--- src/rtl/mem_drv_1r1w.sv ---
// Self-checking 1R1W memory traffic initiator: fill, byte-masked overwrite, readback with compare.
// Requests registered; compares LATENCY cycles after each read; no backpressure, start ignored while busy.
module mem_drv_1r1w #(
    parameter int unsigned AW      = 10,
    parameter int unsigned DW      = 32,
    parameter int unsigned WORDS   = 1024,
    parameter int unsigned LATENCY = 2,
    parameter logic [31:0] SEED    = 32'hA5A5_0000
) (
    input  logic          clk,
    input  logic          rst,
    input  logic          start,
    output logic          busy,
    output logic          done,
    output logic          pass,
    output logic [15:0]   err_cnt,
    output logic [AW-1:0] first_err_addr,
    output logic          read_0,
    output logic [AW-1:0] addr_0,
    input  logic [DW-1:0] dout_0,
    input  logic          read_serr_0,
    input  logic          read_derr_0,
    output logic          write_1,
    output logic [AW-1:0] addr_1,
    output logic [DW-1:0] bw_1,
    output logic [DW-1:0] din_1
);

    typedef enum logic [2:0] {S_IDLE, S_FILL, S_MASK, S_CHECK, S_DRAIN, S_DONE} state_t;

    localparam logic [AW:0] ONE   = (AW+1)'(1);
    localparam logic [AW:0] LAST  = (AW+1)'(WORDS - 1);
    localparam logic [AW:0] WEND  = (AW+1)'(WORDS);
    localparam logic [4:0]  DLAST = 5'(LATENCY > 0 ? LATENCY - 1 : 0);

    function automatic logic [DW-1:0] odd_bits();
        logic [DW-1:0] m;
        m = '0;
        for (int i = 1; i < DW; i += 2) m[i] = 1'b1;
        return m;
    endfunction

    localparam logic [DW-1:0] MPAT = odd_bits();

    function automatic logic [DW-1:0] pat(input logic [AW-1:0] a);
        logic [31:0]   s;
        logic [DW-1:0] p;
        s = SEED ^ 32'(a);
        for (int i = 0; i < DW; i++) p[i] = s[i % 32];
        return p;
    endfunction

    state_t        state, nxt_state;
    logic [AW:0]   c, nxt_c;
    logic [4:0]    dc, nxt_dc;
    logic          start_acc;
    logic          rd_n, wr_n, busy_n;
    logic [AW-1:0] ra_n, wa_n;
    logic [DW-1:0] exp_n, din_n, bw_n;
    logic [DW-1:0] exp_q;
    logic          cmp_vld, cmp_err;
    logic [AW-1:0] cmp_addr;
    logic [DW-1:0] cmp_exp;
    logic [15:0]   err_upd;
    logic          unused_serr;

    assign unused_serr = read_serr_0;
    assign start_acc   = start && (state == S_IDLE || state == S_DONE);

    always_comb begin
        nxt_state = state;
        nxt_c     = c;
        nxt_dc    = dc;
        case (state)
            S_IDLE, S_DONE: begin
                if (start) begin
                    nxt_state = S_FILL;
                    nxt_c     = '0;
                end
            end
            S_FILL: begin
                if (c == LAST) begin
                    nxt_state = S_MASK;
                    nxt_c     = '0;
                end else begin
                    nxt_c = c + ONE;
                end
            end
            S_MASK: begin
                if (c == WEND) begin
                    nxt_state = S_CHECK;
                    nxt_c     = '0;
                end else begin
                    nxt_c = c + ONE;
                end
            end
            S_CHECK: begin
                if (c == LAST) begin
                    nxt_c     = '0;
                    nxt_dc    = '0;
                    nxt_state = (LATENCY == 0) ? S_DONE : S_DRAIN;
                end else begin
                    nxt_c = c + ONE;
                end
            end
            S_DRAIN: begin
                if (dc == DLAST) nxt_state = S_DONE;
                else             nxt_dc = dc + 5'd1;
            end
            default: nxt_state = S_IDLE;
        endcase
    end

    // Outputs are decoded from the next state so requests line up with state entry.
    always_comb begin
        busy_n = nxt_state inside {S_FILL, S_MASK, S_CHECK, S_DRAIN};
        rd_n   = (nxt_state == S_MASK && nxt_c != WEND) || nxt_state == S_CHECK;
        wr_n   = nxt_state == S_FILL || (nxt_state == S_MASK && nxt_c != '0);
        ra_n   = nxt_c[AW-1:0];
        wa_n   = (nxt_state == S_MASK) ? nxt_c[AW-1:0] - AW'(1) : nxt_c[AW-1:0];
        exp_n  = (nxt_state == S_CHECK) ? pat(ra_n) ^ MPAT : pat(ra_n);
        din_n  = (nxt_state == S_MASK) ? ~pat(wa_n) : pat(wa_n);
        bw_n   = (nxt_state == S_MASK) ? MPAT : '1;
    end

    generate
        if (LATENCY == 0) begin : g_comb
            assign cmp_vld  = read_0;
            assign cmp_addr = addr_0;
            assign cmp_exp  = exp_q;
        end else begin : g_pipe
            logic [LATENCY-1:0] pv;
            logic [AW-1:0]      pa [LATENCY];
            logic [DW-1:0]      pe [LATENCY];

            always_ff @(posedge clk) begin
                if (!rst) begin
                    pv <= '0;
                end else begin
                    pv[0] <= read_0;
                    for (int k = 1; k < LATENCY; k++) pv[k] <= pv[k-1];
                end
            end

            always_ff @(posedge clk) begin
                pa[0] <= addr_0;
                pe[0] <= exp_q;
                for (int k = 1; k < LATENCY; k++) begin
                    pa[k] <= pa[k-1];
                    pe[k] <= pe[k-1];
                end
            end

            assign cmp_vld  = pv[LATENCY-1];
            assign cmp_addr = pa[LATENCY-1];
            assign cmp_exp  = pe[LATENCY-1];
        end
    endgenerate

    assign cmp_err = cmp_vld && ((dout_0 != cmp_exp) || read_derr_0);
    assign err_upd = !cmp_err ? err_cnt :
                     (err_cnt == 16'hFFFF) ? err_cnt : err_cnt + 16'd1;

    always_ff @(posedge clk) begin
        if (!rst) begin
            state          <= S_IDLE;
            c              <= '0;
            dc             <= '0;
            busy           <= 1'b0;
            done           <= 1'b0;
            pass           <= 1'b0;
            err_cnt        <= '0;
            first_err_addr <= '0;
            read_0         <= 1'b0;
            addr_0         <= '0;
            exp_q          <= '0;
            write_1        <= 1'b0;
            addr_1         <= '0;
            bw_1           <= '0;
            din_1          <= '0;
        end else begin
            state   <= nxt_state;
            c       <= nxt_c;
            dc      <= nxt_dc;
            busy    <= busy_n;
            read_0  <= rd_n;
            addr_0  <= rd_n ? ra_n : '0;
            exp_q   <= rd_n ? exp_n : '0;
            write_1 <= wr_n;
            addr_1  <= wr_n ? wa_n : '0;
            bw_1    <= wr_n ? bw_n : '0;
            din_1   <= wr_n ? din_n : '0;
            if (start_acc) begin
                err_cnt        <= '0;
                first_err_addr <= '0;
                done           <= 1'b0;
                pass           <= 1'b0;
            end else begin
                err_cnt <= err_upd;
                if (cmp_err && err_cnt == '0) first_err_addr <= cmp_addr;
                // The final return is compared on the same edge that enters DONE.
                if (nxt_state == S_DONE && state != S_DONE) begin
                    done <= 1'b1;
                    pass <= (err_upd == '0);
                end
            end
        end
    end

endmodule

--- config.mk ---
export PLATFORM = sky130hd
export DESIGN_NAME = mem_drv_1r1w
export DESIGN_NICKNAME = d
export VERILOG_FILES = /design/src/rtl/mem_drv_1r1w.sv
export SDC_FILE = /design/constraint.sdc
export NUM_CORES = 1
export LEC_CHECK = 0
export BUFFER_PORTS_ARGS = -buffer_cell sky130_fd_sc_hd__buf_2
export CAP_MARGIN = 20
export CELL_PAD_IN_SITES_DETAIL_PLACEMENT = 2
export CELL_PAD_IN_SITES_GLOBAL_PLACEMENT = 2
export CORE_MARGIN = 2
export CORE_UTILIZATION = 34
export DETAILED_ROUTE_END_ITERATION = 10
export PLACE_DENSITY_LB_ADDON = 0.12
export SYNTH_ARGS = -nofsm -noshare
export SYNTH_HDL_FRONTEND = slang
export SYNTH_SLANG_ARGS = --single-unit
--- constraint.sdc ---
create_clock -name clk -period 7.5 [get_ports clk]
set_input_delay 1.5 -clock clk [delete_from_list [all_inputs] [get_ports clk]]
set_output_delay 1.5 -clock clk [all_outputs]
set_load 0.1 [all_outputs]
; Word level (Yosys, flattened, before mapping)
; Memories as Yosys holds them, arrays and structs flattened. A register that Yosys moved wholly into a read port is not among the register bits.
; Index checks and enable logic that the tools add are counted.
[totals]
ff_bits = 158
ramBits = 84
inputBits = 37
output_inout_bits = 115
elab_cells = 88
n_memories = 2
[memory_table]
columns = memory, words, word_bits, read_ports, rd_ports_with_merged_regs, wr, line_no
row1 = g_pipe.pe, 2, 32, 2, 0, 2, 134  ; logic [DW-1:0] pe [LATENCY];
row2 = g_pipe.pa, 2, 10, 2, 1, 2, 133  ; logic [AW-1:0] pa [LATENCY];
[classes]
n_addsub = 4
n_eq_ne = 19
n_mux = 19
n_bitwise = 3
n_reduce_logical = 24
[op_table]
columns = op, n
row1 = 32-bit two-way mux, 2
row2 = 11-bit two-way mux, 3
row3 = 11-bit one-hot mux with 3 select lines, 1
row4 = 16-bit logical NOT, 2
row5 = 16-bit two-way mux, 2
row6 = 32-bit != test, 1
row7 = 32-bit NOT, 1
row8 = 31-bit two-way mux, 1
row9 = 16-bit by 1-bit adder with 16-bit output (second input constant), 1
row10 = 16-bit == test (second input constant), 1
row11 = 16-bit NOT, 1
row12 = 3-bit two-way mux, 5
row13 = 3-bit one-hot mux with 5 select lines, 1
row14 = 3-bit by 2-bit == test with 1-bit output (second input constant), 4
row15 = 3-bit == test (second input constant), 4
row16 = 11-bit by 1-bit adder with 11-bit output (second input constant), 1
row17 = 11-bit by 10-bit == test with 1-bit output (second input constant), 1
row18 = 11-bit == test (second input constant), 1
row19 = 11-bit != test (second input constant), 1
row20 = 11-bit nonzero test, 1
row21 = 10-bit two-way mux, 1
row22 = 5-bit two-way mux, 2
row23 = 5-bit one-hot mux with 2 select lines, 1
row24 = 10-bit by 1-bit subtractor with 10-bit output (second input constant), 1
row25 = 14 further kinds, 29

; Logic depth before layout (Yosys ltp)
; Gate-level depths: netlist (run 1).
[logic_depth]
ltp_word = 7
ltp_mapped = 12
ltp_nobuf = 12

; Worst setup path before layout (run 1)
; No wires, ideal clock.
[synth_path]
path_kind = input to register
start = in start
end = reg addr_1[4]
setup_ns = 0.115
arrival_ns = 3.462
setup_slack_ns = 3.924
stages = 10
path_cell_list = nor2_1 -> o21ai_0 -> nand2_1 -> a22oi_1 -> ha_1 -> a21boi_0 -> o211ai_1 -> nor2_1 -> xor2_1 -> nor2_1
[synth_between]
elab_chain_cells = 6
elab_cells_between_ends = 12
cone_classes = add/sub: 1 / eq/ne: 2 / mux: 5 / reduce/logical: 4
[synth_rtl]
columns = element, line_no
row1 = "start, declared", 12  ; input logic start,
row2 = "parallel branches: the longest is 6 deep, another holds 10-bit by 1-bit subtractor with 10-bit output", -
row3 = "end signal, assigned", 190  ; addr_1 <= wr_n ? wa_n : '0;
row4 = "end, declared", 24  ; output logic [AW-1:0] addr_1,
; Parallel ways; which one is timed is not known.
; A chain may end at the register's enable or synchronous reset.

; Worst setup path in the final report (run 1)
[layout_path]
start = in start
end = reg din_1[1]
[layout_between]
elab_chain_cells = 6
elab_cells_between_ends = 14
cone_classes = add/sub: 1 / eq/ne: 2 / mux: 6 / bitwise: 1 / reduce/logical: 4
[layout_rtl]
columns = element, line_no
row1 = 11-bit two-way mux / 3-bit two-way mux (equally long branches), 76  ; if (start) begin
row2 = 11-bit one-hot mux with 3 select lines / 3-bit one-hot mux with 5 select lines (equally long branches), 74  ; case (state)
row3 = 10-bit by 1-bit subtractor with 10-bit output (tied with other cells), 120  ; wa_n = (nxt_state == S_MASK) ? nxt_c[AW-1:0] - AW'(1) : nxt_c[AW-1:0];
row4 = 10-bit two-way mux / 1-bit logical AND (equally long branches), "120, 118"
row5 = 32-bit NOT / 1-bit logical OR (equally long branches), "122, 118"
row6 = 32-bit two-way mux / 2-bit AND reduction (equally long branches), -
row7 = "end signal, assigned", 192  ; din_1 <= wr_n ? din_n : '0;
row8 = "end, declared", 26  ; output logic [DW-1:0] din_1
; Parallel ways exist; a longest one is shown, timed or not.

==> results.toml, run 1 <==
[status]
run_status = "complete, no violations"

[power_and_ir_drop]
p_leak_nw = 2.91
powerDensity_nw_per_um2 = 251
max-vdd-ir-drop_mv = 0.160

[global_route]
grt_util_met2_pct = 32.3
grt_max_degree = 30
grt_busiest_layer = "met2"
antenna_found_initial = 0
grt_util_met1_pct = 23.8
track_usage_pct = 19.0
grt_pass1_vias = 5069
overflow = 0
grt_pass1_wl_um = 27200
use_met3_pct = 4.30

[synth]
synth-main-ff-cell = "dfxtp_1"
post-synth-top-count-cell = "dfxtp_1"
synthArstFlopShare_pct = 0
yosys-top-cells-area = "dfxtp_1 44%, buf_4 7.5%, nor2_1 6.6%"
synth_top_area_share_pct = 43.8
synth_edf_count = 0
syn_nets = 696
ys_top_cells_by_count = "129 x dfxtp_1, 104 x nor2_1, 59 x buf_4"
synthCells = 651
ys_seq_area_share_pct = 43.8
synth_top_area_cell = "dfxtp_1"
ys_types = 70
syn_area_sq_um = 5890
ys_seq_elements = 129
yosys_warnings = 0
syn_avg_cell_area_sq_um = 9.05

[place]
place_congestion = 0.824
hpwlAfterDp_um = 12600
post-place-ws_ns = 3.16
placed_area_sq_um = 6380
port_buffers = 150

[floorplanning]
dieHeight_um = 136
die-area_sq_um = 18400
die_x_um = 136
io_pins = 152
core_area_sq_um = 17100
rows = 48
initial_utilization_pct = 34.4

[timing]
tns_ns = 0
setup_violations = 0
rsz0062_at_grt = "false"
timing.hold.ws_ns = 0.323
worst_slew_pin_slew_ns = 0.850
final.setup_skew_ns = 0.0110
finalCritPeriodShare_pct = 51.7
drv_slew = 0
slew-limit-headroom_pct = 43.0
finalHoldViolCount = 0
period_needed_ns = 3.88
worst_slack_ns = 3.62
clock.fmax_mhz = 258

[hold_path]
hp-start = "g_pipe.pa[0][1]"
hp-class = "reg -> reg"

[cells_and_area]
final_util_pct = 40.7
layout.nets = 781
drive_gt1_share_pct = 27.9
design_area_sq_um = 6960
fillers = 1913
synthToLayoutAreaGrowth_pct = 18.1
n_antenna_cell = 0

[routing]
drtIter0Drc = 137
vias = 4787
wl_per_cell_um = 17.7
ant_nets = 0
drc_errors = 0
routed_via_density = 4.92
detail_route.first_pass.iterations = 4
drt-total-wl_um = 17200

[clock_network]
ctsResizeCount = 0
cts-root-buf = "clkbuf_16"
numCtsBuffers = 17
cts_sinks = 129
cts_htree_levels = 4
clk_path_buf_depth = 2
postCtsHoldBufs = 0
post-cts-setup-buffers = 0
cts_tree = "built"
clk_pin_slew_ns = 0.06
clkLatencyLatePin_ns = 0.42

[critical_path]
cp-end-kind = "flip-flop"
cp_max_fo = 23
worstPathRequired_ns = 7.77
critical_path.endpoint = "din_1[1]"
critPathKind = "in -> reg"
cp.arrival_ns = 4.15
r2r_setup_slack_ns = 3.66
r2r_cells = 9
regToRegStartpoint = "c[0]"
crit_start = "start"
r2r-end = "din_1[1]"
cp-start-kind = "input pin"

[flow_run]
maxCapViolations = 0
## critical path, cell delays in order
cell and delay [ns]:
buf_2 0.11, nor2_1 0.04, o21ai_0 0.33, nand2_1 0.34, a22o_1 0.47, nor4_4 0.43
nand4_4 0.18, o221ai_4 0.61, nor3_1 0.13
## metrics by stage
| step | cells | power (W) |
|---|---|---|
| 6_report | 973 | 0.00175 |
| 5_1_grt | 973 | 0.00181 |
| 4_1_cts | 972 | 0.00177 |
| 3_5_place_dp | 941 | 0.000971 |
| 3_3_place_gp | 941 | 0.000968 |
| 2_1_floorplan | 651 | 0.000950 |
## flip-flops by register name, indices dropped and copies added (netlist names), 3 cells and up
signal / count
c: 11
addr_1: 10
dc: 5
g_pipe.pa: 20
exp_q: 8
g_pipe.pe: 16
first_err_addr: 10
din_1: 11
err_cnt: 16
state: 3
addr_0: 10
## where the power goes
part	internal (W)	leakage [nW]	switching, W
sequential	0.000690	1.04	0.00000664
clock	0.000469	0.273	0.000325
combinational	0.0000390	1.59	0.000219
## layout by cell type, fill, tap and decap left out, types with 16 or more instances in the layout
cell / count
nand2_1: 36
xnor2_1: 35
inv_1: 16
nor2_1: 104
xor2_1: 18
buf_2: 150
clkbuf_16: 17
and2_1: 16
dfxtp_1: 129
nor3_1: 17
## worst min-delay path by stage
| stage | end | cells after the start |
|---|---|---|
| 2_1_floorplan | g_pipe.pa[1][0] | 0 |
| 3_3_place_gp | g_pipe.pa[1][3] | 0 |
| 3_5_place_dp | g_pipe.pe[0][3] | 0 |
| 4_1_cts | g_pipe.pe[0][1] | 0 |
| 5_1_grt | g_pipe.pa[1][1] | 0 |
| 6_report | g_pipe.pa[1][1] | 0 |
## layer usage
| metal | part of all wire [%] | wire [um] | up-vias |
|---|---|---|---|
| li1 | - | - | 2339 |
| met2 | 50 | 8570 | 96 |
| met3 | 4.4 | 752 | 15 |
| met4 | 1.2 | 213 | 0 |
| met5 | 0 | 0 | - |
| met1 | 45 | 7670 | 2337 |
## cell type report
type / instances / area [sq um] / share of cell area, %
Multi-Input combinational cell: 416 / 2680 / 38.4
Clock buffer: 18 / 439 / 6.31
Inverter: 18 / 67.6 / 0.971
Clock inverter: 13 / 129 / 1.85
Tap cell: 225 / 282 / 4.05
Sequential cell: 129 / 2580 / 37.1
Timing Repair Buffer: 154 / 785 / 11.3
## logic make-up (layout without fill, tap and decap cells)
family	after synthesis	after routing	share of synthesized area [%]
xor+xnor	53	53	7.88
compound gates	71	71	9.34
fa+ha+maj	8	8	1.70
mux	15	15	2.55
buf+inv	106	203	10.8
flops	129	129	43.8
simple gates	269	269	23.9
Note: power is estimated with default switching activity, not from simulation.
==> inputs of run 2 (changes only) <==
Settings changed: ABC_AREA set to 1, CORE_UTILIZATION 34 to 29.
Clock period 7.5 ns to 4 ns, I/O delays scaled along.
==> results.toml, run 2 <==
[synth]
post-synth-top-count-cell = "nand2_1"
synth_top_area_share_pct = 41.4
ys_top_cells_by_count = "184 x nand2_1, 129 x dfxtp_1, 119 x nor2_1"
synth-main-ff-cell = "dfxtp_1"
syn_avg_cell_area_sq_um = 7.24
yosys-top-cells-area = "dfxtp_1 41%, nand2_1 11%, buf_4 7.2%"
synth_edf_count = 0
ys_types = 42
yosys_warnings = 0
ys_seq_area_share_pct = 41.4
syn_area_sq_um = 6230
synth_top_area_cell = "dfxtp_1"
synthArstFlopShare_pct = 0
ys_seq_elements = 129
synthCells = 861
syn_nets = 906

[routing]
ant_nets = 0
wl_per_cell_um = 15.7
routed_via_density = 4.54
detail_route.first_pass.iterations = 4
drtIter0Drc = 186
drt-total-wl_um = 19600
drc_errors = 0
vias = 5652

[cells_and_area]
largest_reg_flops = 20
regMostFlops = "g_pipe.pa"
synthToLayoutAreaGrowth_pct = 18.7
layout.nets = 1004
reg_top3 = "g_pipe.pa: 20 flops, err_cnt: 16 flops, g_pipe.pe: 16 flops"
final_util_pct = 35.1
final_common_cell = "nand2_1"
n_antenna_cell = 0
drive_gt1_share_pct = 24.1
final_cell_mix = "184 x nand2_1, 150 x buf_2, 129 x dfxtp_1"
design_area_sq_um = 7400

[critical_path]
worstPathRequired_ns = 4.35
r2r-end = "pass"
cp-start-kind = "flip-flop"
cp.arrival_ns = 3.54
cp_max_fo = 11
cp-end-kind = "flip-flop"
critPathKind = "reg -> reg"
regToRegStartpoint = "err_cnt[0]"
r2r_cells = 15
r2r_setup_slack_ns = 0.81

[power_and_ir_drop]
powerDensity_nw_per_um2 = 465
p_leak_nw = 3.61
max-vdd-ir-drop_mv = 0.223

[hold_path]
hold_path_end = "g_pipe.pa[1][7]"
hold_depth = 0
hp-class = "reg -> reg"
hp-start = "g_pipe.pa[0][7]"

[status]
run_status = "complete, no violations"

[global_route]
track_usage_pct = 17.9
grt_max_degree = 29
grt_pass1_wl_um = 31400
grt_pass1_vias = 5978
antenna_found_initial = 0
overflow = 0

[flow_run]
maxCapViolations = 0

[clock_network]
clk_path_buf_depth = 2
postCtsHoldBufs = 0
cts_tree = "built"
ctsResizeCount = 0
post-cts-setup-buffers = 0
cts-root-buf = "clkbuf_16"
clkLatencyLatePin_ns = 0.42
numCtsBuffers = 17
cts_htree_levels = 4
clk_pin_slew_ns = 0.06
cts_sinks = 129

[timing]
tns_ns = 0
finalCritPeriodShare_pct = 79.6
drv_slew = 0
clock.fmax_mhz = 314
finalHoldViolCount = 0
final.setup_skew_ns = 0.00976
setup_violations = 0
worst_slew_pin_slew_ns = 0.534
rsz0062_at_grt = "false"
period_needed_ns = 3.19
slew-limit-headroom_pct = 64.4

[floorplanning]
die_x_um = 151
die-area_sq_um = 22700
io_pins = 152
rows = 53
core_area_sq_um = 21100
initial_utilization_pct = 29.6
dieHeight_um = 151

[place]
placed_area_sq_um = 6820
place_congestion = 0.784
port_buffers = 150
hpwlAfterDp_um = 14800
[run 2: worst max path at each step]
stage	start	end	slack [ns]	depth (start not counted)
2_1_floorplan	err_cnt[0]	pass	1.12	17
3_5_place_dp	c[0]	din_1[28]	0.82	19
4_1_cts	c[1]	din_1[28]	0.79	19
5_1_grt	c[1]	din_1[28]	0.50	19
6_report	err_cnt[0]	pass	0.81	15
3_3_place_gp	c[1]	din_1[28]	0.87	19
[run 2: cells by family (layout without fill, tap and decap cells)]
kind of cell             after synthesis  in the layout  share of synthesized area, %
AO/OA/AOI/OAI                         81             81                          7.57
flip-flops                           129            129                          41.4
adder cells (fa/ha/maj)                8              8                          1.61
XOR/XNOR                              15             15                          2.11
buffers and inverters                196            306                          16.0
AND/OR/NAND/NOR                      432            432                          31.3
[run 2: power by group]
part           internal, W  switching, W
clock network     0.000948      0.000584
logic            0.0000867      0.000511
registers          0.00129     0.0000145
[run 2: layer usage]
layer	GRT usage [%]	share of wire, %
met5	0	0
met2	30.4	48
met3	3.82	3.8
met1	23.1	46
met4	4.67	1.5
[run 2: layout make-up]
type                       count  area (sq um)
clock buffer                  23           468
clock inverter                 8           106
fill                        2524         13700
inverter                     119           447
multi-input combinational    536          2660
sequential                   129          2580
tap                          275           344
timing repair buffer         156           796
[run 2: through the flow]
stage	instances	worst slack, ns	total power (W)	hold WS, ns
after floorplan	861	1.12	0.00189	0.310
after global placement	1215	0.868	0.00194	0.310
after detailed placement	1215	0.818	0.00194	0.315
after CTS	1246	0.793	0.00349	0.325
after global routing	1246	0.497	0.00358	0.329
final	1246	0.815	0.00344	0.324
[run 2: worst max-delay path: stages, from the launching register on]
cell,delay [ns]
dfxtp_1,0.51
ha_1,0.31
nand3_2,0.14
nor2_1,0.31
inv_1,0.13
nor2_1,0.25
nand3_1,0.45
nand2_1,0.18
o21ai_1,0.09
nand2_1,0.10
nand2_1,0.06
nor2_1,0.20
nand2_1,0.09
nor2_1,0.11
nand2_1,0.06
a21oi_1,0.11
==> inputs of run 3 (changes only) <==
Clock period 4 ns to 3.31 ns, I/O delays scaled along.
==> results.toml, run 3 (synthesis results as in run 2) <==
[timing]
period_needed_ns = 2.95
tns_ns = 0
setup_violations = 0
timing.hold.ws_ns = 0.327
final.setup_skew_ns = 0.00569
clock.fmax_mhz = 339
rsz0062_at_grt = "false"
drv_slew = 0
slew-limit-headroom_pct = 62.8
finalCritPeriodShare_pct = 89.1
worst_slew_pin_slew_ns = 0.557
finalHoldViolCount = 0

[power_and_ir_drop]
p_total_w = 0.00434
max-vdd-ir-drop_mv = 0.320
powerDensity_nw_per_um2 = 572
p_leak_nw = 3.73

[routing]
detail_route.first_pass.iterations = 4
routed_via_density = 4.54
wl_per_cell_um = 15.9
drc_errors = 0
drt-total-wl_um = 20100
vias = 5722
ant_nets = 0
drtIter0Drc = 147

[global_route]
grt_pass1_wl_um = 32000
antenna_found_initial = 0
grt_max_degree = 29
track_usage_pct = 18.2
grt_pass1_vias = 6129
overflow = 0

[critical_path]
worstPathRequired_ns = 3.60
r2r_setup_slack_ns = 0.36
r2r-end = "addr_0[7]"
r2r_cells = 17
critPathKind = "reg -> reg"
crit_start = "c[0]"
regToRegStartpoint = "c[0]"
cp-start-kind = "flip-flop"
cp.arrival_ns = 3.24
cp_max_fo = 18
cp-end-kind = "flip-flop"

[floorplanning]
core_area_sq_um = 21100
rows = 53
dieHeight_um = 151
die_x_um = 151
die-area_sq_um = 22700
initial_utilization_pct = 29.6
io_pins = 152

[clock_network]
ctsResizeCount = 0
postCtsHoldBufs = 0
numCtsBuffers = 17
cts_tree = "built"
clk_path_buf_depth = 2
cts-root-buf = "clkbuf_16"
clk_pin_slew_ns = 0.06
post-cts-setup-buffers = 0
cts_htree_levels = 4
clkLatencyLatePin_ns = 0.41
cts_sinks = 129

[cells_and_area]
synthToLayoutAreaGrowth_pct = 21.7
largest_reg_flops = 20
reg_top3 = "g_pipe.pa: 20 flops, err_cnt: 16 flops, g_pipe.pe: 16 flops"
n_antenna_cell = 0
regMostFlops = "g_pipe.pa"
final_common_cell = "nand2_1"
drive_gt1_share_pct = 25.7
layout.nets = 1019
final_cell_mix = "184 x nand2_1, 150 x buf_2, 129 x dfxtp_1"
design_area_sq_um = 7580
final_cells = 1261

[hold_path]
hp-start = "g_pipe.pe[0][9]"
hold_depth = 0
hold_path_end = "g_pipe.pe[0][41]"
hp-class = "reg -> reg"

[place]
place_congestion = 0.763
hpwlAfterDp_um = 15200
port_buffers = 150
dp_cells = 1230
placed_area_sq_um = 6950

[flow_run]
maxCapViolations = 0

[status]
run_status = "complete, no violations"
## run 3: changes by cell type in the layout (fill, tap and decap cells not counted), sizes merged
cell / before / now
buf: 156 / 171
bufinv: 2 / 4
clkbuf: 23 / 19
clkinv: 5 / 7
clkinvlp: 2 / 1
inv: 118 / 119
## run 3: power by group
part	switching [W]	internal, W	total, W
logic	0.000622	0.000114	0.000736
clock network	0.000721	0.00130	0.00202
registers	0.0000176	0.00156	0.00158
total	0.00136	0.00298	0.00434
## run 3: critical path: stages, from the launching register on
cell     delay [ns]
dfxtp_1        0.35
ha_1           0.24
nand3_2        0.16
nor3_4         0.25
nand3_4        0.16
nand2_2        0.12
nand2_4        0.09
nand2_1        0.07
o21ai_1        0.11
inv_1          0.16
ha_1           0.17
inv_1          0.05
nor3_2         0.19
nand2_1        0.08
nor2_1         0.12
nand3_1        0.14
nand2_4        0.25
nor2_1         0.09
## run 3: cell type report
type	instances	area, sq um
multi-input combinational	536	2660
sequential	129	2580
inverter	119	447
clock buffer	19	453
timing repair buffer	171	921
clock inverter	12	181
tap	275	344
fill	2569	13500
## run 3: per-stage QoR
step	utilization, %	setup WS [ns]
6_report	36.0	0.362
3_3_place_gp	33.0	0.433
2_1_floorplan	-	0.435
3_5_place_dp	33.0	0.351
5_1_grt	36.0	0.0366
4_1_cts	36.0	0.297
## run 3: how the worst max path moves through the flow
stage / cells past startpoint / slack (ns) / end
6_report: 17 / 0.36 / addr_0[7]
5_1_grt: 18 / 0.04 / din_1[6]
4_1_cts: 17 / 0.30 / addr_0[4]
3_5_place_dp: 17 / 0.35 / addr_0[7]
3_3_place_gp: 17 / 0.43 / addr_0[6]
2_1_floorplan: 17 / 0.43 / pass
## run 3: per-layer routing
| metal | track usage (%) | routed length, um | vias to the layer above |
|---|---|---|---|
| met4 | 5.19 | 261 | 0 |
| met5 | 0 | 0 | - |
| li1 | - | - | 2875 |
| met2 | 31.8 | 9880 | 100 |
| met3 | 2.73 | 693 | 16 |
| met1 | 23.3 | 9250 | 2731 |
